## src/rtl/pe_sequencer_pkg.sv

```systemverilog
// rtl/pe_sequencer_pkg.sv - shared FSM state type and pipeline constants for the PE sequencer
`ifndef ADDR_FIFO
`define ADDR_FIFO 10
`endif

package pe_sequencer_pkg;

    localparam int K        = 3;
    localparam int ADD_LAT  = 5;
    localparam int NL_LAT   = 1;
    localparam int POOL_LAT = 1;

    typedef enum logic [2:0] {
        ST_IDLE      = 3'd0,
        ST_LOAD_FILT = 3'd1,
        ST_PRIME     = 3'd2,
        ST_RUN       = 3'd3,
        ST_DRAIN     = 3'd4,
        ST_DONE      = 3'd5
    } state_e;

endpackage

```

## src/rtl/pe_strobe_pipe.sv

```systemverilog
// rtl/pe_strobe_pipe.sv - single-bit shift-register delay line with synchronous flush
module pe_strobe_pipe #(
    parameter int DEPTH = 1
) (
    input  logic clk,
    input  logic rst,
    input  logic flush_i,
    input  logic din_i,
    output logic dout_o
);

    logic [DEPTH-1:0] sr_q;
    logic [DEPTH-1:0] sr_d;

    generate
        if (DEPTH == 1) begin : g_one
            assign sr_d = din_i;
        end else begin : g_multi
            assign sr_d = {sr_q[DEPTH-2:0], din_i};
        end
    endgenerate

    always_ff @(posedge clk) begin
        if (rst || flush_i) begin
            sr_q <= '0;
        end else begin
            sr_q <= sr_d;
        end
    end

    assign dout_o = sr_q[DEPTH-1];

endmodule

```

## src/rtl/pe_sequencer.sv

```systemverilog
// rtl/pe_sequencer.sv - convolver job sequencer: filter load, line priming, MAC run and output drain
module pe_sequencer
    import pe_sequencer_pkg::*;
#(
    parameter int N_PE     = 32,
    parameter int W_ADDR   = `ADDR_FIFO,
    parameter int K        = pe_sequencer_pkg::K,
    parameter int ADD_LAT  = pe_sequencer_pkg::ADD_LAT,
    parameter int NL_LAT   = pe_sequencer_pkg::NL_LAT,
    parameter int POOL_LAT = pe_sequencer_pkg::POOL_LAT
) (
    input  logic              clk,
    input  logic              rst,
    input  logic              start,
    input  logic              abort,
    input  logic [W_ADDR-1:0] cfg_row_length,
    input  logic [W_ADDR-1:0] cfg_num_rows,
    input  logic [N_PE-1:0]   cfg_ch_mask,
    input  logic              cfg_final_bank,
    input  logic              cfg_pool_en,
    input  logic [2:0]        cfg_nl_type,
    input  logic              in_valid,
    output logic              in_ready,
    output logic [N_PE-1:0]   shifting_filter,
    output logic [N_PE-1:0]   shifting_line,
    output logic [N_PE-1:0]   mac_enable,
    output logic              line_buffer_reset,
    output logic              adder_enable,
    output logic              nl_enable,
    output logic              pool_enable,
    output logic              final_filter_bank,
    output logic [2:0]        nl_type,
    output logic [W_ADDR-1:0] row_length,
    output logic              busy,
    output logic              done,
    output logic              cfg_err,
    output logic              out_valid
);

    localparam int CW        = W_ADDR + 2;
    localparam int DRAIN_LEN = 1 + ADD_LAT + NL_LAT + POOL_LAT;

    localparam logic [CW-1:0]     FILT_LAST  = CW'(K * K - 1);
    localparam logic [CW-1:0]     DRAIN_LAST = CW'(DRAIN_LEN);
    localparam logic [CW-1:0]     CNT_ONE    = CW'(1);
    localparam logic [CW-1:0]     C_KM1      = CW'(K - 1);
    localparam logic [W_ADDR-1:0] A_ONE      = W_ADDR'(1);
    localparam logic [W_ADDR-1:0] A_K        = W_ADDR'(K);
    localparam logic [W_ADDR-1:0] A_KM1      = W_ADDR'(K - 1);

    state_e state_q, state_d;
    logic [CW-1:0]     cnt_q, cnt_d;
    logic [W_ADDR-1:0] col_q, col_d;
    logic [W_ADDR-1:0] row_q, row_d;

    logic [W_ADDR-1:0] row_len_q;
    logic [W_ADDR-1:0] num_rows_q;
    logic [N_PE-1:0]   mask_q;
    logic              final_q;
    logic              pool_en_q;
    logic [2:0]        nl_type_q;

    logic [N_PE-1:0]   mac_q, mac_d;
    logic              in_ready_q;
    logic              busy_q;
    logic              done_q;
    logic              cfg_err_q;
    logic              lbr_q;

    logic              xfer;
    logic              abort_job;
    logic              start_ok;
    logic              cfg_bad;
    logic [CW-1:0]     prime_last;
    logic              adder_en;
    logic              nl_en;
    logic              pool_en;
    logic              out_en;

    assign xfer       = in_valid & in_ready_q;
    assign abort_job  = abort & (state_q != ST_IDLE);
    assign start_ok   = (state_q == ST_IDLE) & start & ~abort;
    assign cfg_bad    = (cfg_row_length < A_K) | (cfg_num_rows < A_K);
    assign prime_last = C_KM1 * {2'b00, row_len_q} - CNT_ONE;

    // Column counter indexes the current pixel; a full K-wide window exists from col K-1 on.
    assign mac_d = (state_q == ST_RUN && xfer && col_q >= A_KM1 && !abort) ? mask_q : '0;

    always_comb begin
        state_d = state_q;
        cnt_d   = cnt_q;
        col_d   = col_q;
        row_d   = row_q;
        case (state_q)
            ST_IDLE: begin
                if (start_ok) begin
                    state_d = cfg_bad ? ST_DONE : ST_LOAD_FILT;
                    cnt_d   = '0;
                end
            end
            ST_LOAD_FILT: begin
                if (xfer) begin
                    if (cnt_q == FILT_LAST) begin
                        state_d = ST_PRIME;
                        cnt_d   = '0;
                    end else begin
                        cnt_d = cnt_q + CNT_ONE;
                    end
                end
            end
            ST_PRIME: begin
                if (xfer) begin
                    if (cnt_q == prime_last) begin
                        state_d = ST_RUN;
                        cnt_d   = '0;
                        col_d   = '0;
                        row_d   = A_KM1;
                    end else begin
                        cnt_d = cnt_q + CNT_ONE;
                    end
                end
            end
            ST_RUN: begin
                if (xfer) begin
                    if (col_q == row_len_q - A_ONE) begin
                        col_d = '0;
                        if (row_q == num_rows_q - A_ONE) begin
                            state_d = ST_DRAIN;
                            cnt_d   = '0;
                        end else begin
                            row_d = row_q + A_ONE;
                        end
                    end else begin
                        col_d = col_q + A_ONE;
                    end
                end
            end
            ST_DRAIN: begin
                if (cnt_q == DRAIN_LAST) begin
                    state_d = ST_DONE;
                end else begin
                    cnt_d = cnt_q + CNT_ONE;
                end
            end
            ST_DONE: begin
                state_d = ST_IDLE;
            end
            default: begin
                state_d = ST_IDLE;
            end
        endcase
        if (abort_job) begin
            state_d = ST_IDLE;
            cnt_d   = '0;
            col_d   = '0;
            row_d   = '0;
        end
    end

    always_ff @(posedge clk) begin
        if (rst) begin
            state_q    <= ST_IDLE;
            cnt_q      <= '0;
            col_q      <= '0;
            row_q      <= '0;
            row_len_q  <= '0;
            num_rows_q <= '0;
            mask_q     <= '0;
            final_q    <= 1'b0;
            pool_en_q  <= 1'b0;
            nl_type_q  <= '0;
            mac_q      <= '0;
            in_ready_q <= 1'b0;
            busy_q     <= 1'b0;
            done_q     <= 1'b0;
            cfg_err_q  <= 1'b0;
            lbr_q      <= 1'b0;
        end else begin
            state_q    <= state_d;
            cnt_q      <= cnt_d;
            col_q      <= col_d;
            row_q      <= row_d;
            mac_q      <= mac_d;
            in_ready_q <= (state_d == ST_LOAD_FILT) | (state_d == ST_PRIME) | (state_d == ST_RUN);
            busy_q     <= (state_d != ST_IDLE);
            done_q     <= (state_d == ST_DONE);
            lbr_q      <= (start_ok & ~cfg_bad) | abort_job;
            if (start_ok) begin
                row_len_q  <= cfg_row_length;
                num_rows_q <= cfg_num_rows;
                mask_q     <= cfg_ch_mask;
                final_q    <= cfg_final_bank;
                pool_en_q  <= cfg_pool_en;
                nl_type_q  <= cfg_nl_type;
                cfg_err_q  <= cfg_bad;
            end
        end
    end

    // Shift strobes qualify the registered ready with the live valid so the shift lands on the word's cycle.
    assign shifting_filter = (state_q == ST_LOAD_FILT && xfer) ? mask_q : '0;
    assign shifting_line   = ((state_q == ST_PRIME || state_q == ST_RUN) && xfer) ? mask_q : '0;

    pe_strobe_pipe #(.DEPTH(1)) u_adder_pipe (
        .clk    (clk),
        .rst    (rst),
        .flush_i(abort_job),
        .din_i  (|mac_q),
        .dout_o (adder_en)
    );

    pe_strobe_pipe #(.DEPTH(ADD_LAT)) u_nl_pipe (
        .clk    (clk),
        .rst    (rst),
        .flush_i(abort_job),
        .din_i  (adder_en),
        .dout_o (nl_en)
    );

    pe_strobe_pipe #(.DEPTH(NL_LAT)) u_pool_pipe (
        .clk    (clk),
        .rst    (rst),
        .flush_i(abort_job),
        .din_i  (nl_en & pool_en_q),
        .dout_o (pool_en)
    );

    pe_strobe_pipe #(.DEPTH(POOL_LAT)) u_out_pipe (
        .clk    (clk),
        .rst    (rst),
        .flush_i(abort_job),
        .din_i  (pool_en_q ? pool_en : nl_en),
        .dout_o (out_en)
    );

    assign mac_enable        = mac_q;
    assign in_ready          = in_ready_q;
    assign line_buffer_reset = lbr_q;
    assign adder_enable      = adder_en;
    assign nl_enable         = nl_en;
    assign pool_enable       = pool_en;
    assign out_valid         = out_en;
    assign final_filter_bank = final_q;
    assign nl_type           = nl_type_q;
    assign row_length        = row_len_q;
    assign busy              = busy_q;
    assign done              = done_q;
    assign cfg_err           = cfg_err_q;

endmodule

```

## config.mk

```make
export PLATFORM = sky130hd
export DESIGN_NAME = pe_sequencer
export DESIGN_NICKNAME = d
export VERILOG_FILES = /design/src/rtl/pe_sequencer_pkg.sv /design/src/rtl/pe_strobe_pipe.sv /design/src/rtl/pe_sequencer.sv
export SDC_FILE = /design/constraint.sdc
export NUM_CORES = 1
export LEC_CHECK = 0
export ABC_AREA = 1
export ABC_CLOCK_PERIOD_IN_PS = 3500
export CAP_MARGIN = 20
export CORE_ASPECT_RATIO = 1.75
export CORE_MARGIN = 2
export CORE_UTILIZATION = 41
export CTS_CLUSTER_SIZE = 8
export DETAILED_ROUTE_END_ITERATION = 10
export PLACE_DENSITY_LB_ADDON = 0.3
export SLEW_MARGIN = 5
export SYNTH_ARGS = -nofsm -noshare
export SYNTH_HDL_FRONTEND = slang
export SYNTH_SLANG_ARGS = --single-unit
```

## constraint.sdc

```tcl
create_clock -name clk -period 3.5 [get_ports clk]
set_input_delay 0.525 -clock clk [delete_from_list [all_inputs] [get_ports clk]]
set_output_delay 0.525 -clock clk [all_outputs]
set_load 0.02 [all_outputs]
```

# Word-level counts from Yosys, hierarchy flattened
# Index checks and enable logic that the tools add are counted.
# Widths: inputs -> output; s select.
word_totals:
  ff_bits: 137
  input_bits: 62
  word_cells: 118
  out_inout_bits: 119
classes:
  bitwise_logic: 13
  n_reduce_logical: 19
  n_addsub: 6
  order_cmp: 3
  muxes: 36
  eq_ne: 21
ops:
  columns: ["operator", "count"]
  rows:
  - ["$mux 12", 9]
  - ["$mux 10", 9]
  - ["$mux 32", 2]
  - ["$pmux 12 s5", 1]
  - ["$pmux 10 s2", 2]
  - ["$mux 3", 11]
  - ["$reduce_or 32->1", 1]
  - ["$add 10x1->10 const B", 2]
  - ["$eq 10x10->1", 2]
  - ["$lt 10x2->1 const B", 2]
  - ["$sub 10x1->10 const B", 2]
  - ["$ne 2x2->1 const B", 9]
  - ["$pmux 3 s5", 1]
  - ["$add 12x1->12 const B", 1]
  - ["$eq 12x12->1", 1]
  - ["$eq 12x4->1 const B", 1]
  - ["$eq 3x2->1 const B", 4]
  - ["$sub 11x1->12 const B", 1]
  - ["$ge 10x2->1 const B", 1]
  - ["$reduce_and 8->1", 1]
  - ["$and 1x1->1", 6]
  - ["$eq 3x1->1 const B", 2]
  - ["$eq 3x3->1 const B", 2]
  - ["$reduce_and 6->1", 1]
  - ["other kinds (12)", 24]

# Depth between registers and ports, before layout
logic_depth:
  depth_word: 10
  ltp_mapped: 19
  depth_no_buf: 18

# Modules after synthesis
# Synthesis repeated with hierarchy kept, for this count alone.
hier_totals:
  cells_unflattened: 1020
  area_unflattened_um2: 6917.9
modules_own_cells:
  columns: ["module", "area_per_inst_um2", "cells_each", "instances", "seq_area_each_um2"]
  rows:
  - ["pe_sequencer", 6647.6, 990, 1, 2582.5]
  - ["pe_strobe_pipe at u_nl_pipe", 168.9, 18, 1, 100.1]
  - ["pe_strobe_pipe at u_adder_pipe ...", 33.8, 4, 3, 20.0]

# Worst setup path before layout
# OpenSTA, ideal clock, no wires.
synth_path:
  kind: "flip-flop to flip-flop"
  startpoint: "reg row_len_q[0], in the netlist row_length[0]"
  endpoint: "reg row_q[5]"
  setup_slack_ps: 1133
  setup_time_ps: 132
  path_buffers: 1
  path_stages_with_launch: 20
  period_less_slack_ps: 2367
  arrival_time_ps: 2235
  path_cell_list: "dfxtp_1 -> inv_1 -> ha_1 -> buf_2 -> inv_1 -> nand2_1 -> nand3_1 -> nand2_1 -> nor2_1 -> nand2_1 -> nor2_1 -> nand2_1 -> nor2_4 -> nand2_4 -> nand2_4 -> nand2_4 -> nor2_8 -> nand2_4 -> nand2_1 -> a21oi_1"
synth_via:
  elab_chain_cells: 4
  word_cells_on_any_way: 7
  cone_classes: "2 x add/sub; 4 x eq/ne; 1 x reduce/logical"
synth_lines:
  columns: ["item", "line_no", "text"]
  rows:
  - ["from (decl)", "pe_sequencer.sv:56", "logic [W_ADDR-1:0] row_len_q;"]
  - ["from (signal assigned)", "pe_sequencer.sv:189", "row_len_q <= cfg_row_length;"]
  - ["$sub 11x1->12 / $sub 10x1->10 (equally long branches)", "pe_sequencer.sv:84, pe_sequencer.sv:125", null]
  - ["$eq 12x12->1 / $eq 10x10->1 (equally long branches)", "pe_sequencer.sv:113, pe_sequencer.sv:125", null]
  - ["$ne 2x2->1 (no line)", null, null]
  - ["$reduce_and 6->1 (no line) *", null, null]
  - ["to (signal assigned)", "pe_sequencer.sv:182", "row_q <= row_d;"]
  - ["to (decl)", "pe_sequencer.sv:54", "logic [W_ADDR-1:0] row_q, row_d;"]
# Mark *: on every way between the ends. The rest lies on a longest branch, timed or not.
# A chain may end at the register's enable or synchronous reset.

# Worst setup path in the final report
layout_path:
  startpoint: "reg state_q[0]"
  endpoint: "out shifting_filter[12]"
layout_via:
  elab_chain_cells: 3
layout_lines:
  columns: ["item", "line_no", "text"]
  rows:
  - ["from (decl)", "pe_sequencer.sv:51", "state_e state_q, state_d;"]
  - ["from (signal assigned)", "pe_sequencer.sv:179", "state_q <= state_d;"]
  - ["$eq 3x1->1", "pe_sequencer.sv:201", "assign shifting_filter = (state_q == ST_LOAD_FILT && xfer) ? mask_q : '0;"]
  - ["$logic_and 1x1->1", "pe_sequencer.sv:201", null]
  - ["$mux 32", "pe_sequencer.sv:201", null]
  - ["to (decl)", "pe_sequencer.sv:24", "output logic [N_PE-1:0] shifting_filter,"]
# No other way between the ends.

==> reports/metrics.json <==
{
  "drv_cap": 0,
  "tritoncts.num_buffers": 17,
  "timing.critical_path.required_ns": 2.97,
  "postSynthRegisterBits": 137,
  "power_mw": 4.91,
  "die_height_microns": 177,
  "cp-startpoint": "state_q[0]",
  "global_route.usage.total_pct": 25.1,
  "critPathLaunchType": "flip-flop",
  "clock_sinks": 137,
  "layout.nets": 1290,
  "cell_internal_pwr_mw": 3.11,
  "timing.reg2reg.worst_path_depth": 16,
  "hold_viol_final": 0,
  "clock_power_share_pct": 36.8,
  "instances_no_fill": 1462,
  "drive_gt1_share_pct": 6.40,
  "synth_area_per_cell_sq_um": 6.65,
  "synth.net_count": 1119,
  "setup_tns_ns": 0,
  "fillerInstances": 1590,
  "worstPathBufferInverterCount": 3,
  "clock_skew_ns": 0.0146,
  "drt_drc_violations_left": 0,
  "clk_pin_slew_ns": 0.07,
  "drtAntennaViolNets": 0,
  "min_period_ns": 3.04,
  "pin_count": 181,
  "num_vias": 7333,
  "root_buffer": "clkbuf_16",
  "place_hpwl_mm": 16.9,
  "antenna_found_initial": 1,
  "postSynthCellCount": 1050,
  "initial_core_util_pct": 41.6,
  "worst_path_largest_cell_delay_ns": 0.63,
  "fp-row-count": 63,
  "routed_wl_mm": 22.1,
  "first_iter_violations": 256,
  "crit_type": "reg -> out",
  "grt_max_degree": 99,
  "die-area_sq_mm": 0.0181,
  "netlist_area_sq_mm": 0.00698,
  "dpl_worst_slack_ns": 0.517,
  "clock_network_latency_to_the_later_pin_of_the_worst_skew_pair_ns": 0.43,
  "worst-endpoint-arrival_ns": 2.51,
  "power.net_switching_mw": 1.80,
  "swShare_pct": 36.6,
  "synth_seq_area_share_pct": 39.3,
  "slew_headroom_pct": 37.8,
  "class_of_the_worst_hold_path": "reg -> reg",
  "timing.critical_path.slowest_stage_cell": "clkdlybuf4s50_1",
  "drt-pass1-iter-count": 5,
  "post_cts_hold_buffer_count": 0,
  "rr_startpoint": "row_length[0]",
  "combinational_share_of_power_pct": 26.4,
  "timing.fmax_ghz": 0.329,
  "worst_pin_slew_ns": 0.933,
  "cp_top_family": "buffers and inverters",
  "final.period_utilization_pct": 86.8,
  "seq_power_share_pct": 36.7,
  "worstPathMaxFanout": 32,
  "ys_warn_count": 0,
  "number_of_distinct_standard_cells_referenced_by_the_synthesized_netlist": 39,
  "run_status": "complete, no violations",
  "core_area_sq_mm": 0.0168,
  "cts_max_level": 4,
  "detail_route.wl_per_cell_microns": 15.1,
  "grt_pass1_wl_mm": 35.0,
  "worst_r2r_endpoint": "cnt_q[9]",
  "setup.worst_path.end_class": "output port",
  "numPlacedInstances": 1429,
  "layout.core_utilization_pct": 57.1,
  "powerDensity_mw_per_mm2": 512,
  "post-cts-setup-buffer-count": 0,
  "via_count_of_the_first_global_routing_pass": 7227,
  "number_of_failing_setup_endpoints_in_the_final_timing_report": 0,
  "fin_ws_ns": 0.461,
  "cp_cell_sequence": "inv_1 -> nor3_1 -> nand2_1 -> buf_4 -> nor2_1 -> clkdlybuf4s50_1",
  "detail_route.vias_per_cell": 5.02,
  "global_route.overflow_total": 0,
  "ir_drop_mv": 0.283,
  "rsz0062_at_grt": "false",
  "die-width_microns": 103,
  "critical_path_depth": 6,
  "tritoncts": "built",
  "final_max_slew_viol_count": 0,
  "p_leak_nw": 3.86,
  "cts.repair.resized": 0,
  "globalplace.congestion": 0.899,
  "timing.critical_path.to": "shifting_filter[12]",
  "reg2reg_setup_slack_ns": 0.67,
  "port_buffers": 180,
  "area_delta_synth_final_pct": 37.3,
  "clock_path_buffers": 2
}
## layout make-up
cell class	count	area [sq um]	share of cell area, %
tap	227	284	2.96
antenna	1	2.50	0.0261
timing repair buffer	187	1850	19.3
clock buffer	17	425	4.44
multi-input combinational	750	3620	37.8
clock inverter	15	179	1.87
inverter	128	480	5.01
sequential	137	2740	28.6
## cell usage in the layout (no fill, tap or decap), types with 3 or more instances in the layout
master           count
inv_6                3
nor4_1              12
nor3_1              18
dfxtp_1            137
inv_2                7
nor2_4               3
inv_1              118
clkdlybuf4s50_1    180
nand2_4              5
buf_4                7
inv_8                5
nand2_1            184
clkinv_8             5
nand4_1             13
xor2_1              20
nand3_1             76
clkinv_1             3
nor2_1             211
nand2_2             10
xnor2_1              4
o21ai_0             72
nor3b_1              6
clkbuf_16           17
a21oi_1             83
ha_1                 7
nor2_2               5
## power by group through the flow
stage / Sequential [mW] / Clock, mW / Combinational [mW]
floorplan: 1.84 / 0 / 0.886
global placement: 1.83 / 0 / 1.27
detailed placement: 1.84 / 0 / 1.29
CTS: 1.80 / 1.84 / 1.29
global route: 1.82 / 1.89 / 1.47
finish: 1.80 / 1.81 / 1.30
## per-stage QoR
stage          area (sq um)  hold WS [ns]
3_5_place_dp           8980         0.400
3_3_place_gp           8980         0.400
5_1_grt                9590         0.420
2_1_floorplan          6980         0.394
4_1_cts                9590         0.410
6_report               9590         0.409
## metal layers
metal	track usage (%)	part of all wire, %	wire (microns)
met2	48.1	55	12100
met1	23.1	35	7670
met4	13.8	4.8	1060
met5	0	0	0
met3	6.36	5.9	1310
## cell families after synthesis
kind of cell	synth area share (%)
AND/OR/NAND/NOR	34.8
AO/OA/AOI/OAI	12.3
XOR/XNOR	3.33
flip-flops	39.3
buffers and inverters	9.03
adder cells (fa/ha/maj)	1.25
## how the worst min path moves through the flow
stage | to | cells past startpoint | start | slack [ns]
after floorplan | u_nl_pipe.sr_q[1] | 2 | u_nl_pipe.sr_q[0] | 0.39
after global placement | u_nl_pipe.sr_q[3] | 2 | u_nl_pipe.sr_q[2] | 0.40
after detailed placement | u_nl_pipe.sr_q[3] | 2 | u_nl_pipe.sr_q[2] | 0.40
after CTS | u_nl_pipe.sr_q[4] | 2 | u_nl_pipe.sr_q[3] | 0.41
after global routing | u_nl_pipe.sr_q[4] | 2 | u_nl_pipe.sr_q[3] | 0.42
final | u_nl_pipe.sr_q[3] | 2 | u_nl_pipe.sr_q[2] | 0.41
## worst min-delay path, delay by kind of cell (launching register included)
| family | cells | cell delay (ns) |
|---|---|---|
| flops | 1 | 0.30 |
| buf+inv | 1 | 0.04 |
| simple gates | 1 | 0.03 |
## synth_stat cells, drive strengths merged
cell type | instances | area (sq um)
nor2 | 220 | 877
nand2 | 199 | 810
dfxtp | 137 | 2740
inv | 125 | 469
a21oi | 85 | 440
nand3 | 78 | 395
o21ai | 73 | 369
clkbuf | 30 | 113
xor2 | 20 | 175
nor3 | 18 | 90.1
nand4 | 13 | 81.3
nor4 | 12 | 75.1
ha | 7 | 87.6
nor3b | 7 | 57.6
buf | 5 | 37.5
xnor2 | 4 | 35.0
clkinv | 3 | 11.3
and2 | 2 | 12.5
nand3b | 2 | 15.0
o211ai | 2 | 15.0
or2 | 2 | 12.5
a211o | 1 | 8.76
a22oi | 1 | 7.51
a31o | 1 | 8.76
a31oi | 1 | 6.26
nand2b | 1 | 6.26
xnor3 | 1 | 22.5
## flip-flops by register name (all words and copies together), names as in the netlist
signal and flops:
busy 1, cfg_err 1, cnt_q 12, col_q 10, done 1, final_filter_bank 1
in_ready 1, line_buffer_reset 1, mac_enable 32, mask_q 32, nl_type 3, num_rows_q 10
pool_en_q 1, row_length 10, row_q 10, state_q 3, u_adder_pipe.dout_o 1, u_nl_pipe.sr_q 5
u_out_pipe.dout_o 1, u_pool_pipe.dout_o 1
Power figures use the tool's default switching activity.
